`src/rtl/result_unloader_pkg.sv`:
```
// rtl/result_unloader_pkg.sv - shared state encoding and default constants for the result unloader
package result_unloader_pkg;

  typedef enum logic [2:0] {
    IDLE       = 3'd0,
    WAIT_CORES = 3'd1,
    ISSUE      = 3'd2,
    WAIT_DATA  = 3'd3,
    HOLD       = 3'd4,
    DONE       = 3'd5
  } state_e;

  localparam logic [15:0] DEFAULT_BASE_ADDR = 16'd64;
  localparam int unsigned DEFAULT_N_WORDS   = 16;

endpackage

```
`src/rtl/result_unloader_if.sv`:
```
// rtl/result_unloader_if.sv - data-memory read port plus host result stream
interface result_unloader_if #(
  parameter int unsigned DATA_W = 16,
  parameter int unsigned ADDR_W = 16
);
  logic              rd_en;
  logic [ADDR_W-1:0] rd_addr;
  logic [DATA_W-1:0] rd_data;
  logic [DATA_W-1:0] out_data;
  logic              out_valid;
  logic              out_ready;
  logic              out_last;

  modport master (
    output rd_en, rd_addr, out_data, out_valid, out_last,
    input  rd_data, out_ready
  );

  modport slave (
    input  rd_en, rd_addr, out_data, out_valid, out_last,
    output rd_data, out_ready
  );
endinterface

```
`src/rtl/result_unloader_core_done_tracker.sv`:
```
// rtl/result_unloader_core_done_tracker.sv - sticky per-core completion flags
module core_done_tracker #(
  parameter int unsigned N_CORES = 4
) (
  input  logic               clock,
  input  logic               resetn,
  input  logic               clear,
  input  logic [N_CORES-1:0] end_process,
  output logic               all_done
);

  logic [N_CORES-1:0] flags_q;

  // Clear wins over set, so bits raised in the arm cycle are dropped.
  always_ff @(posedge clock) begin
    if (!resetn || clear) begin
      flags_q <= '0;
    end else begin
      flags_q <= flags_q | end_process;
    end
  end

  assign all_done = &(flags_q | end_process);

endmodule

```
`src/rtl/result_unloader.sv`:
```
// rtl/result_unloader.sv - waits for all cores, then reads the result matrix and streams it to the host
module result_unloader
  import result_unloader_pkg::*;
#(
  parameter int unsigned       DATA_W    = 16,
  parameter int unsigned       ADDR_W    = 16,
  parameter int unsigned       N_CORES   = 4,
  parameter logic [ADDR_W-1:0] BASE_ADDR = ADDR_W'(DEFAULT_BASE_ADDR),
  parameter int unsigned       N_WORDS   = DEFAULT_N_WORDS
) (
  input  logic               clock,
  input  logic               resetn,
  input  logic               begin_process,
  input  logic [N_CORES-1:0] end_process,
  output logic               busy,
  output logic               done,
  result_unloader_if.master  bus
);

  localparam int unsigned      CNT_W    = $clog2(N_WORDS) + 1;
  localparam logic [CNT_W-1:0] LAST_CNT = CNT_W'(N_WORDS - 1);

  state_e            state_q, state_d;
  logic [CNT_W-1:0]  count_q, count_d;
  logic [DATA_W-1:0] out_data_q, out_data_d;
  logic              all_done;

  core_done_tracker #(.N_CORES(N_CORES)) u_tracker (
    .clock       (clock),
    .resetn      (resetn),
    .clear       (begin_process),
    .end_process (end_process),
    .all_done    (all_done)
  );

  always_ff @(posedge clock) begin
    if (!resetn) begin
      state_q    <= IDLE;
      count_q    <= '0;
      out_data_q <= '0;
    end else begin
      state_q    <= state_d;
      count_q    <= count_d;
      out_data_q <= out_data_d;
    end
  end

  always_comb begin
    state_d    = state_q;
    count_d    = count_q;
    out_data_d = out_data_q;
    // Arm aborts whatever is in flight, including a pending capture.
    if (begin_process) begin
      state_d = WAIT_CORES;
      count_d = '0;
    end else begin
      case (state_q)
        IDLE: ;
        WAIT_CORES: if (all_done) state_d = ISSUE;
        ISSUE: state_d = WAIT_DATA;
        WAIT_DATA: begin
          out_data_d = bus.rd_data;
          state_d    = HOLD;
        end
        HOLD: begin
          if (bus.out_ready) begin
            if (count_q == LAST_CNT) begin
              state_d = DONE;
            end else begin
              count_d = count_q + 1'b1;
              state_d = ISSUE;
            end
          end
        end
        DONE: ;
        default: state_d = IDLE;
      endcase
    end
  end

  assign bus.rd_en     = (state_q == ISSUE);
  assign bus.rd_addr   = BASE_ADDR + ADDR_W'(count_q);
  assign bus.out_data  = out_data_q;
  assign bus.out_valid = (state_q == HOLD);
  assign bus.out_last  = (state_q == HOLD) && (count_q == LAST_CNT);
  assign busy          = (state_q != IDLE) && (state_q != DONE);
  assign done          = (state_q == DONE);

endmodule

```
`src/flat_wrapper.sv`:
```
// flat-port wrapper written by rule: the top's interface ports become plain ports
module result_unloader_flat import result_unloader_pkg::*;
#(
  parameter int unsigned       DATA_W    = 16,
  parameter int unsigned       ADDR_W    = 16,
  parameter int unsigned       N_CORES   = 4,
  parameter logic [ADDR_W-1:0] BASE_ADDR = ADDR_W'(DEFAULT_BASE_ADDR),
  parameter int unsigned       N_WORDS   = DEFAULT_N_WORDS
)
  (clock, resetn, begin_process, end_process, busy, done, bus_rd_en, bus_rd_addr, bus_out_data, bus_out_valid, bus_out_last, bus_rd_data, bus_out_ready);
  result_unloader_if #(.DATA_W(DATA_W), .ADDR_W(ADDR_W)) bus_i ();
  input  logic clock;
  input  logic resetn;
  input  logic begin_process;
  input  logic [N_CORES-1:0] end_process;
  output logic busy;
  output logic done;
  output wire logic [$bits(bus_i.rd_en)-1:0] bus_rd_en;
  output wire logic [$bits(bus_i.rd_addr)-1:0] bus_rd_addr;
  output wire logic [$bits(bus_i.out_data)-1:0] bus_out_data;
  output wire logic [$bits(bus_i.out_valid)-1:0] bus_out_valid;
  output wire logic [$bits(bus_i.out_last)-1:0] bus_out_last;
  input wire logic [$bits(bus_i.rd_data)-1:0] bus_rd_data;
  input wire logic [$bits(bus_i.out_ready)-1:0] bus_out_ready;
  assign bus_rd_en = bus_i.rd_en;
  assign bus_rd_addr = bus_i.rd_addr;
  assign bus_out_data = bus_i.out_data;
  assign bus_out_valid = bus_i.out_valid;
  assign bus_out_last = bus_i.out_last;
  assign bus_i.rd_data = bus_rd_data;
  assign bus_i.out_ready = bus_out_ready;
  result_unloader #(.DATA_W(DATA_W), .ADDR_W(ADDR_W), .N_CORES(N_CORES), .BASE_ADDR(BASE_ADDR), .N_WORDS(N_WORDS)) u_core (.clock(clock), .resetn(resetn), .begin_process(begin_process), .end_process(end_process), .busy(busy), .done(done), .bus(bus_i));
endmodule
```
`config.mk`:
```
export PLATFORM = sky130hd
export DESIGN_NAME = result_unloader_flat
export DESIGN_NICKNAME = d
export VERILOG_FILES = /design/src/rtl/result_unloader_pkg.sv /design/src/rtl/result_unloader_if.sv /design/src/rtl/result_unloader_core_done_tracker.sv /design/src/rtl/result_unloader.sv /design/src/flat_wrapper.sv
export SDC_FILE = /design/constraint.sdc
export NUM_CORES = 1
export LEC_CHECK = 0
export CAP_MARGIN = 20
export CORE_MARGIN = 2
export CORE_UTILIZATION = 42
export CTS_BUF_LIST = sky130_fd_sc_hd__clkbuf_4
export DETAILED_ROUTE_END_ITERATION = 10
export PLACE_DENSITY = 0.86
export RECOVER_POWER = 100
export SLEW_MARGIN = 20
export SYNTH_ARGS = -nofsm -noshare
export SYNTH_HDL_FRONTEND = slang
export SYNTH_HIERARCHICAL = 1
export SYNTH_SLANG_ARGS = --single-unit
```
`constraint.sdc`:
```
create_clock -name clock -period 2.2 [get_ports clock]
set_input_delay 0.44 -clock clock [delete_from_list [all_inputs] [get_ports clock]]
set_output_delay 0.44 -clock clock [all_outputs]
set_load 0.01 [all_outputs]
```
Yosys cells after proc, flatten, opt, wreduce, memory -nomap -nowiden. Index checks and enable logic that the tools add are counted.

Add/sub/neg operators: 2. Equality and inequality tests: 12. Multiplexer cells: 5. Bitwise gates (word level): 5. Reductions and logical operators: 13.

Operators by type and width (number): $pmux W3 S5 (1); $mux W3 (3); $reduce_and A3 Y1 (3); $add A7 B5 Y8 const A (1); $eq A3 B2 Y1 const B (2); $eq A3 B3 Y1 const B (2); $ne A2 B1 Y1 const B (3); $ne A3 B2 Y1 const B (2); $add A5 B1 Y5 const B (1); $eq A5 B4 Y1 const B (1); $not A1 Y1 (4); $or A4 B4 Y4 (1); $reduce_and A4 Y1 (1); $reduce_or A2 Y1 (2); $eq A3 B1 Y1 const B (1); $logic_not A3 Y1 (1); $ne A3 B3 Y1 const B (1); $reduce_bool A3 Y1 (1); $logic_and A1 B1 Y1 (2); $reduce_and A2 Y1 (1); $logic_not A1 Y1 (1); $logic_or A1 B1 Y1 (1); $mux W1 (1).

Flip-flop bits (word level): 28. Output and inout port bits: 37.

Longest topological paths before layout. Gate-level depths: netlist (run 1).

Depth in word-level cells: 5. Depth in mapped cells: 6. Depth with buffers taken out: 6.

By module. Netlist (run 1), hierarchy kept.

By module, submodules not included: result_unloader (times used 1, cells each 142, area each 1181.1 um2); core_done_tracker (times used 1, cells each 14, area each 128.9 um2).

Least setup slack after synthesis (run 1). No wires, ideal clock.

Path kind: register to register. Start: register u_core.count_q[0]. End: register u_core.count_q[3]. Setup time: 0.070 ns. Arrival: 1.722 ns. Slack: 0.408 ns. Cell stages (with the launch flop): 7. Buffers on the path: 0. Clock period less this slack: 1.792 ns. Cell sequence: dfxtp_1 -> ha_1 -> and3_1 -> ha_1 -> nand2b_1 -> or4_1 -> a21oi_1.

Longest elaborated chain between the ends: 3. Elaborated cells on any way between the ends: 4. Classes of those cells: add/sub: 1; eq/ne: 1; bitwise: 1; reduce/logical: 1.

Ends and longest elaborated chain: start, declared (line result_unloader.sv:24) `logic [CNT_W-1:0] count_q, count_d;`; start signal, assigned (line result_unloader.sv:43) `count_q <= count_d;`; branches (longest 3 deep; another with $add A5 B1 Y5).

Several ways; the timed one is not identified. A chain may end at the register's enable or synchronous reset.

Final worst setup path (run 1).
Start: register u_core.state_q[2]. End: output port bus_rd_en.

Longest elaborated chain between the ends: 1.

Ends and longest elaborated chain: start, declared (line result_unloader.sv:23) `state_e state_q, state_d;`; start signal, assigned (line result_unloader.sv:42) `state_q <= state_d;`; $eq A3 B2 Y1 (line result_unloader.sv:81) `assign bus.rd_en = (state_q == ISSUE);`; end, declared (line flat_wrapper.sv:18) `output wire logic [$bits(bus_i.rd_en)-1:0] bus_rd_en;`.

Every way passes these cells.

==> parameters.txt, run 1 <==
Parameter                              Value

Timing
  Maximum clock rate ... between 400 and 500 MHz
  Worst slew slack as a fraction of its limit ... 54.3%
  Worst Clk Skew ... 0.00538 ns
  Pin slew with the least headroom to its limit ... 0.686 ns
  Time the final worst path needs with I/O delays and setup ... ~2.1 ns
  Hold Fails Final Rpt ... 0
  Max Transition Viols Final ... 0
  Final setup slack of the worst path ... between 0.08 and 0.09 ns
  Final TNS setup ... 0 ns
  RSZ-0062 raised after global routing ... no
  Tcrit/Tclk final ... 96.0%
  Setup Viol. Count Final ... 0

Setup path
  Worst path cell trace ... buf_4 > nand2b_1 > nor2_1 > clkdlybuf4s50_1
  Worst-path maximum fanout ... 9
  Critical path capture point type ... primary output
  Cell count of the worst reg-to-reg path ... 6
  Required arrival time at the worst endpoint ... 1.76 ns
  Worst r2r src ... u_core/count_q[0]
  Worst stage delay on the critical path ... 0.56 ns
  Combined buffer and inverter count along the critical path ... 2
  Arrival time of data at the critical path endpoint ... 1.67 ns
  Reg2reg setup slack ... 0.33 ns
  Endpoint of the lowest-slack register-to-register path ... u_core/count_q[3]
  Startpoint kind of the worst setup timing path ... flip-flop
  Delay-heaviest family, CP ... buffers and inverters
  Critical path type ... flip-flop to primary output
  Library cell contributing the largest single delay on the critical path ... sky130_fd_sc_hd__clkdlybuf4s50_1

Clocking
  Root buffer selected by CTS ... sky130_fd_sc_hd__clkbuf_4
  CTS H-tree depth ... 1
  Clock tree from TritonCTS ... done
  Number of buffers on the longest clock path ... 2
  CTS buffer count ... 3
  Clk sinks ... 28
  Hold_buf cts ... 0
  Clock slew at reported path FFs ... 0.15 ns
  Clock latency reported for the late side of the worst-skew pair ... 0.33 ns

Floorplan
  Height of the chip ... 59.9 um
  Initial core utilization ... 43.6%
  I/O Pins ... between 60 and 70
  Overall die width ... 59.9 um
  Site row count ... 20
  Area of the core region ... about 0.0030 mm2
  Die area ... 0.00358 mm2

Pwr
  Standby leakage power ... approximately 0.74 nW
  VDD IR-drop max ... 0.000258 V
  Power per cell area ... 454 mW/mm2

Final layout
  Area of combinational cells with multiple inputs ... ~630 um2
  Leading cell type in the layout, fill and taps excluded ... sky130_fd_sc_hd__nand2_1
  Commonest cells after routing, fill and taps aside ... 33 x sky130_fd_sc_hd__nand2_1, 27 x sky130_fd_sc_hd__dfxtp_1, 24 x sky130_fd_sc_hd__clkdlybuf4s50_1, 23 x sky130_fd_sc_hd__dlygate4sd3_1, 15 x sky130_fd_sc_hd__a21boi_0
  Layout Nets ... ~230
  Area delta synth->final ... 38.9%
  Share of post-route cells with drive strength above 1 ... under 10%
  Number of fillers in the final layout ... 287
  Count of inserted antenna diode cells ... 0
  Final core utilization ... approximately three fifths
  Register cell area after layout ... 562 um2

Outcome
  Status ... finished clean

Route
  Number of vias after detailed routing ... around 1,200
  Antenna-violating nets left ... 0
  Number of detailed-routing iterations run before antenna repair ... 4
  Iteration-0 DRC Markers ... 16
  Routed WL per cell ... 11.1 um
  Via count normalized by instance count ... 4.82
  Number of remaining DRC errors ... 0
  Final Routed Wirelength ... 2.66 mm

Global route
  Initial antenna violation count ... 0
  Remaining Overflow, GRT ... 0
  Number of global-route vias before repair ... 1,042
  Total global-route track usage ... between 10% and 20%
  Pin count of the biggest net entering global routing ... 17
  First-pass GRT wire length ... 4.31 mm

Synthesis
  Synth async-reset ratio ... 0%
  Post-Synthesis Cell Area ... 0.00131 mm2
  Dominant register cell in the synthesized netlist ... sky130_fd_sc_hd__dfxtp_1
  Gate count after technology mapping ... 156
  Number of synthesized register bits ... 28
  Mean Syn Cell Area ... 8.40 um2
  Synth Warn # ... 6
  Number of unique standard cell types used by synthesis ... 36
  Share of the yosys chip area belonging to registers ... 42.8%
  Post-synth EDFFs ... 0

Placed design
  Routability congestion estimate ... 0.892
  Port Buf Inserts ... 49
  Worst-case setup slack after placement ... 0.209 ns
  Sum of net half-perimeters after detailed placement ... 2.05 mm

Job
  Number of max-cap violations ... 0

Hold path
  Worst min path class ... flip-flop to flip-flop
  Hold Path Cell Cnt ... 2
  Endpoint of the worst hold-timing path ... u_core/bus.out_data[7]
  Min-Delay Startpoint ... u_core/bus.out_data[7]
## timing repair
item,4_1_cts,5_1_grt
gates resized for setup,3,3
endpoints found under the setup margin,1,2
endpoints found under the hold margin,0,0
buffers inserted,0,1
## where the power goes
group / internal, W / switching [W]
Clock: 0.0000666 / 0.000150
Combinational: 0.0000549 / 0.0000398
Sequential: 0.000513 / 0.00000196
## layout make-up
cell class                      instances  area share [%]
Clock buffer                            3            1.24
Clock inverter                          1           0.206
Inverter                                4           0.825
Multi-Input combinational cell        113            34.6
Sequential cell                        28            30.9
Tap cell                               33            2.27
Timing Repair Buffer                   57            30.0
## sequential cells by signal, indices dropped and copies added (netlist names)
name / cells
u_core/bus.out_data: 16
u_core/count_q: 5
u_core/state_q: 3
u_core/u_tracker/flags_q: 4
## cell families (layout without fill, tap and decap cells)
group                      after synthesis  in the layout  share of synthesized area [%]
other                                    2             11                          0.573
DFF                                     28             28                           42.8
xor gates and xnor gates                 2              2                           1.34
AOI/OAI and AO/OA                       28             28                           15.0
muxes                                    1              1                          0.764
adders and majority gates                2              2                           1.91
and+or+nand+nor                         69             69                           25.7
buffers and inverters                   24             65                           11.9
## worst max-delay path by stage
stage / end / from / depth (start not counted) / slack (ns)
2_1_floorplan: u_core/count_q[3] / u_core/count_q[0] / 6 / 0.41
6_report: bus_rd_en / u_core/state_q[2] / 4 / 0.09
3_3_place_gp: bus_out_last / u_core/count_q[0] / 5 / 0.26
4_1_cts: bus_out_valid / u_core/state_q[0] / 3 / 0.01
3_5_place_dp: bus_out_last / u_core/count_q[0] / 5 / 0.21
5_1_grt: bus_rd_en / u_core/state_q[2] / 4 / 0.007
## per-stage QoR
stage          area [um2]  std cells  hold slack, ns  power, W
2_1_floorplan        1340        165           0.445  0.000582
3_3_place_gp         1790        234           0.441  0.000621
3_5_place_dp         1790        234           0.448  0.000623
4_1_cts              1820        238           0.467  0.000838
5_1_grt              1820        239           0.487  0.000854
6_report             1820        239           0.462  0.000826
## Yosys cell counts, types with 2 or more instances
cell / number / area (um2)
sky130_fd_sc_hd__a21boi_0: 13 / 97.6
sky130_fd_sc_hd__a21boi_1: 3 / 22.5
sky130_fd_sc_hd__a21oi_1: 5 / 25.0
sky130_fd_sc_hd__buf_2: 2 / 10.0
sky130_fd_sc_hd__buf_4: 11 / 82.6
sky130_fd_sc_hd__buf_6: 3 / 33.8
sky130_fd_sc_hd__clkbuf_1: 4 / 15.0
sky130_fd_sc_hd__conb_1: 2 / 7.51
sky130_fd_sc_hd__dfxtp_1: 28 / 561
sky130_fd_sc_hd__ha_1: 2 / 25.0
sky130_fd_sc_hd__inv_1: 4 / 15.0
sky130_fd_sc_hd__nand2_1: 33 / 124
sky130_fd_sc_hd__nand2b_1: 6 / 37.5
sky130_fd_sc_hd__nand3_1: 4 / 20.0
sky130_fd_sc_hd__nor2_1: 12 / 45.0
sky130_fd_sc_hd__nor2b_1: 3 / 18.8
sky130_fd_sc_hd__o21ai_0: 2 / 10.0
## worst reg2reg max path, delay by kind of cell, from the launching register on
| family | cells | cell delay (ns) |
|---|---|---|
| fa+ha+maj | 2 | 0.39 |
| simple gates | 3 | 0.92 |
| compound gates | 1 | 0.14 |
| flops | 1 | 0.36 |
## per-layer routing
layer / up-vias / GRT usage, % / part of all wire (%)
li1: 595 / - / -
met1: 517 / 19.2 / 47
met2: 37 / 27.3 / 47
met3: 4 / 1.73 / 5.3
met4: 0 / 6.98 / 1.3
met5: - / 0 / 0
Power figures use the tool's default switching activity.
==> run 2, diff against run 1 <==
SLEW_MARGIN = not set   (was 20)
TNS_END_PERCENT = 10   (was not set)
==> run 2 against run 1 <==
Against the previous run:
- maximum frequency decreased by 0.16%
- total power decreased by 0.24%
- clock skew decreased by 0.0027 ns
- global-route usage unchanged
- core utilization decreased by 0.25 points
- setup slack got worse by 0.0033 ns
- combinational power about the same
- sequential share of layout area increased by 0.13 points
==> parameters.txt, run 2 (same netlist as run 1, synthesis figures left out) <==
Parameter                              Value

Route
  Antenna-violating nets left ... 0
  Final Routed Wirelength ... 2.64 mm
  Number of remaining DRC errors ... 0
  Via count normalized by instance count ... 4.79
  Routed WL per cell ... approximately 11 um
  Iteration-0 DRC Markers ... 19
  Number of vias after detailed routing ... 1,141
  Number of detailed-routing iterations run before antenna repair ... 4

Final layout
  Commonest cells after routing, fill and taps aside ... 33 x sky130_fd_sc_hd__nand2_1, 27 x sky130_fd_sc_hd__dfxtp_1, 24 x sky130_fd_sc_hd__clkdlybuf4s50_1, 23 x sky130_fd_sc_hd__dlygate4sd3_1, 15 x sky130_fd_sc_hd__a21boi_0
  Max reg flops ... 16
  Layout Nets ... 232
  Leading cell type in the layout, fill and taps excluded ... sky130_fd_sc_hd__nand2_1
  Count of inserted antenna diode cells ... 0
  Share of post-route cells with drive strength above 1 ... 6.34%
  Number of fillers in the final layout ... about 290
  Final core utilization ... a little over 60%
  Area delta synth->final ... 38.3%
  Final instance count without filler cells ... 238
  Final cell area excluding filler cells ... roughly 0.0018 mm2

Floorplan
  Die area ... 0.00358 mm2
  I/O Pins ... 61
  Area of the core region ... 0.00300 mm2
  Height of the chip ... 59.9 um
  Initial core utilization ... 43.6%
  Overall die width ... 59.9 um
  Site row count ... 20

Clocking
  CTS buffer count ... 3
  CTS H-tree depth ... 1
  Root buffer selected by CTS ... sky130_fd_sc_hd__clkbuf_4
  Number of buffers on the longest clock path ... 2
  Clk sinks ... 28
  Clock latency reported for the late side of the worst-skew pair ... around 0.32 ns
  Clock slew at reported path FFs ... 0.15 ns
  Clock tree from TritonCTS ... done
  Hold_buf cts ... 0
  Post-CTS repair timing setup buffer count ... 0

Timing
  Worst slew slack as a fraction of its limit ... between 50% and 60%
  Max Transition Viols Final ... 0
  Setup Viol. Count Final ... 0
  RSZ-0062 raised after global routing ... no
  Time the final worst path needs with I/O delays and setup ... 2.11 ns
  Final TNS setup ... 0 ns
  Pin slew with the least headroom to its limit ... just under 0.7 ns
  Worst Clk Skew ... ~0.0027 ns
  Tcrit/Tclk final ... 96.1%
  Maximum clock rate ... 473 MHz
  Hold Fails Final Rpt ... 0

Pwr
  Switching fraction of total power ... 23.0%
  Standby leakage power ... about 0.74 nW
  VDD IR-drop max ... approximately 0.00026 V
  Internal power contribution ... 0.000634 W
  Power per cell area ... between 400 and 500 mW/mm2
  Logic pwr share ... 11.5%
  Clock group share of total power ... 26.0%
  Sequential Power Share ... a little over three fifths
  Net switching power ... approximately 0.00019 W

Setup path
  Startpoint kind of the worst setup timing path ... flip-flop
  Critical path type ... flip-flop to primary output
  Critical path capture point type ... primary output
  Arrival time of data at the critical path endpoint ... around 1.7 ns
  Required arrival time at the worst endpoint ... 1.76 ns
  Cell count of the worst reg-to-reg path ... 6
  Worst-path maximum fanout ... 5

Placed design
  Placed standard-cell area ... 0.00179 mm2
  Port Buf Inserts ... 49
  Routability congestion estimate ... 0.892
  Cell Count Post-Placement ... 234
  Sum of net half-perimeters after detailed placement ... between 2 and 2.5 mm

Job
  Number of max-cap violations ... 0

Global route
  Pin count of the biggest net entering global routing ... 17
  First-pass GRT wire length ... 4.31 mm
  Total global-route track usage ... between 10% and 20%
  Initial antenna violation count ... 0
  Remaining Overflow, GRT ... 0
  Number of global-route vias before repair ... roughly 1,000

Hold path
  Worst min path class ... flip-flop to flip-flop
  Hold Path Cell Cnt ... 2

Outcome
  Status ... finished clean
==> run 2: worst paths after layout <==
kind	startpoint	to	slack [ns]
worst max-delay path	u_core/count_q[0]	bus_out_last	0.09
worst min-delay path	u_core/bus.out_data[7]	u_core/bus.out_data[7]	0.46
worst max register to register	u_core/count_q[0]	u_core/count_q[3]	0.33
worst min register to register	u_core/bus.out_data[7]	u_core/bus.out_data[7]	0.46
==> run 2: power groups by stage <==
stage / Sequential [W] / Clock, W / Combinational [W]
floorplan: 0.000526 / 0 / 0.0000561
global placement: 0.000525 / 0 / 0.0000959
detailed placement: 0.000526 / 0 / 0.0000968
CTS: 0.000515 / 0.000226 / 0.0000972
global route: 0.000516 / 0.000233 / 0.000105
finish: 0.000515 / 0.000214 / 0.0000948
==> run 2: routing by layer <==
metal  share of wire [%]  GRT usage [%]
met3                 5.1           1.73
met2                  47           27.3
met1                  47           19.2
met5                   0              0
met4                 1.3           6.98
==> run 2: cell type report <==
class                           count  area, um2  area share [%]
Tap cell                           33       41.3            2.28
Clock buffer                        3       22.5            1.24
Inverter                            4       15.0           0.829
Clock inverter                      1       3.75           0.207
Multi-Input combinational cell    113        629            34.7
Sequential cell                    28        562            31.0
Timing Repair Buffer               56        538            29.7
==> run 2: critical path, stage by stage (launching register included) <==
cell and delay (ns):
sky130_fd_sc_hd__dfxtp_1 0.37, sky130_fd_sc_hd__ha_1 0.21, sky130_fd_sc_hd__and3_1 0.18, sky130_fd_sc_hd__ha_2 0.19
sky130_fd_sc_hd__and2_1 0.13, sky130_fd_sc_hd__dlygate4sd2_1 0.27
==> run 2: repair_timing <==
action / CTS / global route
endpoints found under the setup margin: 1 / 2
pin swaps: 0 / 0
resized for setup: 3 / 3
endpoints found under the hold margin: 0 / 0
==> run 2: through the flow <==
step,total power (W),hold slack [ns],worst slack (ns)
2_1_floorplan,0.000582,0.445,0.408
3_3_place_gp,0.000621,0.441,0.259
3_5_place_dp,0.000623,0.448,0.209
4_1_cts,0.000838,0.467,0.0103
5_1_grt,0.000854,0.487,0.00649
6_report,0.000824,0.462,0.0853
==> run 3, diff against run 2 <==
CORE_UTILIZATION = 40   (was 42)
PLACE_DENSITY = 0.82   (was 0.86)
==> run 3 against run 2 <==
Against the previous run:
- worst hold slack got worse by 0.0023 ns
- final cell count increased by 4.6%
- sequential power about the same
- register-to-register slack about the same
- non-clock buffer count unchanged
- total power decreased by 0.30%
- via count increased by 1.3%
- clock power about the same
- setup slack got worse by 0.0024 ns
- design area increased by 0.48%
- global-route usage decreased by 1.1 points
- highest routed layer unchanged
==> parameters.txt, run 3 (same netlist as run 1, synthesis figures left out) <==
Parameter                              Value

Outcome
  Status ... finished clean

Placed design
  Sum of net half-perimeters after detailed placement ... 2.07 mm
  Routability congestion estimate ... 0.819
  Placed standard-cell area ... 0.00181 mm2
  Port Buf Inserts ... between 40 and 50

Setup path
  Worst stage delay on the critical path ... 0.37 ns
  Startpoint kind of the worst setup timing path ... flip-flop
  Worst path cell trace ... ha_1 > and3_1 > ha_2 > and2_1 > dlygate4sd2_1
  Critical path capture point type ... primary output
  Library cell contributing the largest single delay on the critical path ... sky130_fd_sc_hd__dfxtp_2
  Reg2reg setup slack ... 0.34 ns
  Worst-path maximum fanout ... 5
  Arrival time of data at the critical path endpoint ... around 1.7 ns
  Required arrival time at the worst endpoint ... about 1.8 ns
  Critical path type ... flip-flop to primary output

Floorplan
  Site row count ... 20
  Area of the core region ... a little over 0.003 mm2
  Overall die width ... 61.2 um
  I/O Pins ... 61
  Die area ... between 0.003 and 0.004 mm2
  Height of the chip ... 61.2 um
  Initial core utilization ... 42.6%

Final layout
  Final cell area excluding filler cells ... 0.00182 mm2
  Area of combinational cells with multiple inputs ... between 600 and 700 um2
  Layout Nets ... 232
  Leading cell type in the layout, fill and taps excluded ... sky130_fd_sc_hd__nand2_1
  Share of post-route cells with drive strength above 1 ... 6.34%
  Number of fillers in the final layout ... 299
  Commonest cells after routing, fill and taps aside ... 33 x sky130_fd_sc_hd__nand2_1, 26 x sky130_fd_sc_hd__dfxtp_1, 23 x sky130_fd_sc_hd__clkdlybuf4s50_1, 22 x sky130_fd_sc_hd__dlygate4sd3_1, 15 x sky130_fd_sc_hd__a21boi_0
  Area delta synth->final ... 39.0%
  Max reg flops ... 16
  Register cell area after layout ... 563 um2
  Count of inserted antenna diode cells ... 0

Global route
  Remaining Overflow, GRT ... 0
  Number of global-route vias before repair ... 996
  First-pass GRT wire length ... 4.15 mm
  Initial antenna violation count ... 0
  Pin count of the biggest net entering global routing ... 17
  Total global-route track usage ... 14.6%

Timing
  Hold Fails Final Rpt ... 0
  Hold Worst Slack ... 0.460 ns
  Worst slew slack as a fraction of its limit ... between 50% and 60%
  Max Transition Viols Final ... 0
  Tcrit/Tclk final ... 96.2%
  RSZ-0062 raised after global routing ... no
  Setup Viol. Count Final ... 0
  Worst Clk Skew ... 0.00981 ns
  Pin slew with the least headroom to its limit ... 0.699 ns
  Final TNS setup ... 0 ns
  Time the final worst path needs with I/O delays and setup ... 2.12 ns
  Maximum clock rate ... 472 MHz

Clocking
  Post-CTS repair timing setup buffer count ... 0
  Clock slew at reported path FFs ... approximately 0.15 ns
  Clk sinks ... 28
  Number of buffers on the longest clock path ... 2
  Root buffer selected by CTS ... sky130_fd_sc_hd__clkbuf_4
  CTS buffer count ... 3
  Clock tree from TritonCTS ... done
  Clock latency reported for the late side of the worst-skew pair ... 0.33 ns
  CTS H-tree depth ... 1

Route
  Number of remaining DRC errors ... 0
  Antenna-violating nets left ... 0
  Final Routed Wirelength ... 2.70 mm
  Routed WL per cell ... 10.9 um
  Number of vias after detailed routing ... around 1,200
  Iteration-0 DRC Markers ... 28
  Via count normalized by instance count ... between 4 and 5
  Number of detailed-routing iterations run before antenna repair ... 4

Pwr
  Total Power ... 0.000821 W
  VDD IR-drop max ... 0.000346 V
  Standby leakage power ... 0.735 nW
  Power per cell area ... 451 mW/mm2

Hold path
  Worst min path class ... flip-flop to flip-flop

Job
  Number of max-cap violations ... 0
==> run 3: per-stage QoR <==
| stage | instances | utilization (%) | worst slack (ns) |
|---|---|---|---|
| after floorplan | 165 | - | 0.408 |
| after global placement | 245 | 58.7 | 0.261 |
| after detailed placement | 245 | 58.7 | 0.199 |
| after CTS | 249 | 59.6 | 0.0251 |
| after global routing | 249 | 59.1 | 0.00627 |
| final | 249 | 59.1 | 0.0829 |
==> run 3: layout make-up <==
cell class	count	area share (%)
Tap cell	44	3.02
Sequential cell	28	30.9
Timing Repair Buffer	56	29.2
Inverter	4	0.825
Clock inverter	1	0.206
Multi-Input combinational cell	113	34.6
Clock buffer	3	1.24
==> run 3: worst max-delay path, delay by kind of cell, from the launching register on <==
| family | cells | cell delay (ns) |
|---|---|---|
| flip-flops | 1 | 0.37 |
| buffers and inverters | 1 | 0.27 |
| AND/OR/NAND/NOR | 2 | 0.31 |
| adder cells (fa/ha/maj) | 2 | 0.40 |
==> run 3: power by group <==
part	internal, W	leakage (nW)	switching [W]
clock network	0.0000666	0.0154	0.000146
logic	0.0000547	0.492	0.0000393
registers	0.000513	0.228	0.00000161
==> run 3: timing repair <==
item | 4_1_cts | 5_1_grt
endpoints found under the setup margin | 1 | 4
gates cloned | 0 | 0
hold buffers | 0 | 0
gates resized for setup | 3 | 4
==> run 3: layer usage <==
| metal | vias up | wire length, um | global-route usage (%) |
|---|---|---|---|
| li1 | 589 | - | - |
| met1 | 519 | 1190 | 17.2 |
| met5 | - | 0 | 0 |
| met4 | 0 | 46 | 5.90 |
| met2 | 42 | 1260 | 25.4 |
| met3 | 6 | 202 | 3.36 |
==> run 3: path summary, 6_finish.rpt <==
path / from / depth (start not counted) / to
setup / recovery: u_core/count_q[0] / 5 / bus_out_last
hold / removal: u_core/bus.out_data[13] / 2 / u_core/bus.out_data[13]
setup reg to reg: u_core/count_q[0] / 6 / u_core/count_q[3]
hold reg to reg: u_core/bus.out_data[13] / 2 / u_core/bus.out_data[13]
==> RTL change 1, RTL diff (settings of run 1) <==
Make the reset (`resetn`) asynchronous in one clocked block.
--- a/src/rtl/result_unloader.sv
+++ b/src/rtl/result_unloader.sv
@@ -35,3 +35,3 @@
 
-  always_ff @(posedge clock) begin
+  always_ff @(posedge clock or negedge resetn) begin
     if (!resetn) begin
Behaviour: differs if resetn is asserted again (counterexample within 4 cycles, from zero or initial values and one cycle with resetn low); with resetn held inactive, the same outputs for 10 cycles.
==> RTL change 1 against run 1 <==
- fmax increased by 0.15%
- synthesized area unchanged
- setup slack improved by 3.2 ps
- wire length increased by 12%
- sequential cell count unchanged
- design area increased by 3.1%
- synthesized cell count decreased by 27%
- critical endpoint is now bus_out_last
- highest routed layer unchanged
Power is not compared: it rests on default switching activity, and its combinational part moved more than twofold at a synthesized area within 25%.
==> RTL change 1: results (changes against run 1) <==
Leak Pwr -> 0.857 nW
Hold Crit Class -> reg2reg (unchanged)
Asr flop ratio synth -> 85.7% (was 0%)
Fillers -> 249 (was 287)
DP Worst Slack -> 113 ps (was 209 ps)
Drt first pass iters -> 4 (unchanged)
Initial antenna violation count -> 0 (unchanged)
Drt initial violations -> 29 (was 16)
CTS buffer count -> 3 (unchanged)
Met2 Use GR -> 32.0% (was 27.3%)
Bufs on Longest Clock Path -> 2 (unchanged)
Synth top cells by count -> dfrtp_1, mux2_2, nor2_1 (was nand2_1, dfxtp_1, a21boi_0)
Yosys warns -> 6 (unchanged)
CP max FO -> 6 (was 9)
Max reg flops -> 16 (unchanged)
Fraction of layout cells with a size suffix above 1 -> 21.2% (was 6.80%)
DR vias -> 1029 (was 1153)
H-tree depth -> 1 (unchanged)
# diodes -> 0 (unchanged)
Global-route wire length before repair -> 4.84 mm (was 4.31 mm)
Top FF cell, synth -> dfrtp_1 (was dfxtp_1)
Worst Max-Slew Pin Slew -> 1290 ps (was 686 ps)
R2R depth -> 6 (unchanged)
IR drop worst, VDD -> 0.484 mV
Gr usage total -> 18.2% (was 15.7%)
Clk_lat worst skew -> 310 ps (was 330 ps)
Residual DRC -> 0 (unchanged)
Status -> finished, final reports clean (unchanged)
# nets final -> 197 (was 233)
Vias in the first global route -> 1077 (was 1042)
DPL Wire Length -> 2.28 mm (was 2.05 mm)
Largest net degree at the start of global routing -> 25 (was 17)
DRT Wirelength -> 2.99 mm (was 2.66 mm)
Hold Path Cell Cnt -> 2 (unchanged)
Number of port buffers -> 49 (unchanged)
Yosys cell types -> 31 (was 36)
CTS clk-pin slew, worst paths -> 140 ps
M1 GR Usage -> 20.6% (was 19.2%)
Largest cells by area after synthesis -> dfrtp_1, mux2_2, buf_4, dfxtp_1, nor2_1 (was dfxtp_1, nand2_1, a21boi_0, buf_4, nor2_1)
Met3 global-route usage -> 5.84% (was 1.73%)
Clk_skew -> 1.41 ps (was 5.38 ps)
Gpl congestion -> 0.814 (was 0.892)
Clock root buffer -> clkbuf_4 (unchanged)
Register area share after synthesis -> 52.0% (was 42.8%)
Sw power -> 0.000385 W
## RTL change 1: area by class of cell
| class | instances | area share (%) |
|---|---|---|
| well taps | 33 | 2.20 |
| clock inverters | 1 | 0.200 |
| repair buffers | 59 | 29.7 |
| inverters | 3 | 0.600 |
| flip-flops and latches | 28 | 36.4 |
| clock buffers | 3 | 1.20 |
| multi-input cells | 76 | 29.7 |
## RTL change 1: metal layers
layer,wire [um],vias up
met5,0,-
met4,16,0
met3,222,2
met2,1540,41
met1,1210,505
li1,-,481
## RTL change 1: timing repair
action                                 in CTS  in global routing
buffers inserted                            2                  3
resized for setup                           7                  5
endpoints found under the hold margin       0                  0
setup endpoints to repair                   4                  3
## RTL change 1: cell families after synthesis
kind of cell	count (synthesis)	share of synthesized area (%)
AOI/OAI and AO/OA	14	6.97
xor gates and xnor gates	2	1.34
adders and majority gates	2	1.91
buffers and inverters	19	9.55
DFF	28	52.0
muxes	16	13.8
other	2	0.573
and+or+nand+nor	31	13.9
## RTL change 1: worst paths after layout
| kind | start | to | slack, ps |
|---|---|---|---|
| max | u_core/state_q[0] | bus_out_last | 90 |
| max in group asynchronous | resetn | u_core/state_q[2] | 410 |
| min in group asynchronous | resetn | u_core/state_q[1] | 950 |
| max reg2reg | u_core/count_q[0] | u_core/count_q[3] | 280 |
| min | u_core/u_tracker/flags_q[1] | u_core/u_tracker/flags_q[1] | 500 |
| min reg2reg | u_core/u_tracker/flags_q[1] | u_core/u_tracker/flags_q[1] | 500 |
## RTL change 1: critical path: stages, from the launching register on
cell and delay, ps:
dfrtp_2 490, or3b_1 410, inv_1 100, and2_1 130, clkdlybuf4s15_1 230
## RTL change 1: metrics by stage
stage | utilization, % | hold WS, ps | cell area (um2) | total power (W) | cells
after floorplan | - | 144 | 1340 | 0.000906 | 123
after global placement | 59.9 | 454 | 1800 | 0.00118 | 194
after detailed placement | 59.9 | 472 | 1800 | 0.00121 | 194
after CTS | 61.6 | 505 | 1850 | 0.00142 | 200
after global routing | 62.5 | 530 | 1880 | 0.00144 | 203
final | 62.5 | 503 | 1880 | 0.00136 | 203
## RTL change 1: power by group through the flow
| stage | registers [W] | clock network (W) | logic, W |
|---|---|---|---|
| detailed placement | 0.000706 | 0 | 0.000505 |
| global route | 0.000708 | 0.000236 | 0.000495 |
| floorplan | 0.000748 | 0 | 0.000158 |
| finish | 0.000692 | 0.000205 | 0.000463 |
| global placement | 0.000694 | 0 | 0.000490 |
| CTS | 0.000700 | 0.000217 | 0.000509 |
==> RTL change 2, RTL diff (settings of run 1) <==
Without the edit above. The package constant `DEFAULT_N_WORDS` goes from 16 to 64.
--- a/src/rtl/result_unloader_pkg.sv
+++ b/src/rtl/result_unloader_pkg.sv
@@ -13,3 +13,3 @@
   localparam logic [15:0] DEFAULT_BASE_ADDR = 16'd64;
-  localparam int unsigned DEFAULT_N_WORDS   = 16;
+  localparam int unsigned DEFAULT_N_WORDS   = 64;
 
Function: same outputs for any inputs over 10 cycles, from zero or initial values and one cycle with resetn low; that may be too few to reach the edited logic, so the function may still have changed.
==> RTL change 2 against run 1 <==
- synthesized area up 5.3%
- non-clock buffer count up 1
- setup slack better by 64 ps
- die area up 5.0%
- critical path type unchanged
- design area up 7.9%
- wire length up 6.2%
- sequential share of layout area about the same
- clock power up 46%
- via count up 6.1%
- total power up 14%
- sequential cell count up 2
- combinational power down 19%
==> RTL change 2: results (changes against run 1) <==
Status -> finished, final reports clean (unchanged)
Largest net degree at the start of global routing -> 19 (was 17)
Synth Area in Compound Gates -> 16.2% (was 15.0%)
Leak Pwr -> 0.758 nW (was 0.744 nW)
Clk pwr share -> 33.4% (was 26.2%)
Gpl congestion -> 0.807 (was 0.892)
Global-route wire length before repair -> 4.55 mm (was 4.31 mm)
Adder-cell share of the synthesized area -> 0.907% (was 1.91%)
Fillers -> 284 (was 287)
Number of port buffers -> 52 (was 49)
DP Worst Slack -> 162 ps (was 209 ps)
Largest cells by area after synthesis -> dfxtp_1, nand2_1, a21boi_1, buf_4, nor2_1 (was dfxtp_1, nand2_1, a21boi_0, buf_4, nor2_1)
Drt initial violations -> 43 (was 16)
Synth top cells by count -> nand2_1, dfxtp_1, nor2_1 (was nand2_1, dfxtp_1, a21boi_0)
DRT Wirelength -> 2.83 mm (was 2.66 mm)
DPL Wire Length -> 2.12 mm (was 2.05 mm)
Clk_skew -> 6.04 ps (was 5.38 ps)
Fraction of layout cells with a size suffix above 1 -> 9.22% (was 6.80%)
CP max FO -> 7 (was 9)
Post-Syn Instances -> 161 (was 156)
Number of gates resized after CTS -> 2 (was 3)
Final non-filler cell total -> 261 (was 239)
IR drop worst, VDD -> 0.267 mV (was 0.258 mV)
Int Power -> 0.000740 W (was 0.000634 W)
CTS clk-pin slew, worst paths -> 90 ps (was 150 ps)
[RTL change 2: changes by cell type after synthesis, moves of 3 or more]
cell / change
a21boi_1: +8
a21boi_0: -7
clkbuf_1: -3
nand3_1: -3
nor2_1: +3
xor2_1: +3
[RTL change 2: layout make-up]
cell class	instances	area share [%]
well taps	44	2.80
multi-input cells	119	35.1
repair buffers	58	28.0
inverters	3	0.574
flip-flops and latches	30	30.9
clock buffers	7	2.68
[RTL change 2: path summary, 6_finish.rpt]
path	cells past startpoint	slack (ps)	startpoint	endpoint
setup / recovery	3	150	u_core/state_q[1]	bus_out_valid
hold / removal	2	460	u_core/bus.out_data[11]	u_core/bus.out_data[11]
setup reg to reg	6	670	u_core/count_q[1]	u_core/state_q[0]
hold reg to reg	2	460	u_core/bus.out_data[11]	u_core/bus.out_data[11]
[RTL change 2: critical path, cell delays in order (launching register included)]
cell and delay, ps:
dfxtp_1 430, nand2b_1 200, nor2_1 50, dlygate4sd3_1 600
[RTL change 2: through the flow]
stage	power (W)	utilization [%]	hold WS (ps)	cell area [um2]
floorplan	0.000605	-	445	1410
global placement	0.000645	61.7	440	1900
detailed placement	0.000645	61.7	445	1900
CTS	0.000964	63.4	457	1950
global route	0.000990	63.8	469	1960
finish	0.000944	63.8	458	1960
[RTL change 2: kinds of logic after synthesis]
kind of cell / after synthesis
and+or+nand+nor: 72
adders and majority gates: 1
AOI/OAI and AO/OA: 32
xor gates and xnor gates: 6
other: 1
DFF: 30
buffers and inverters: 19
[RTL change 2: per-layer routing]
layer	vias up	track usage [%]	share of wire, %
met5	-	0	0
met4	0	6.52	1.1
met3	3	7.35	8.3
met2	43	28.4	47
met1	543	18.2	43
li1	634	-	-
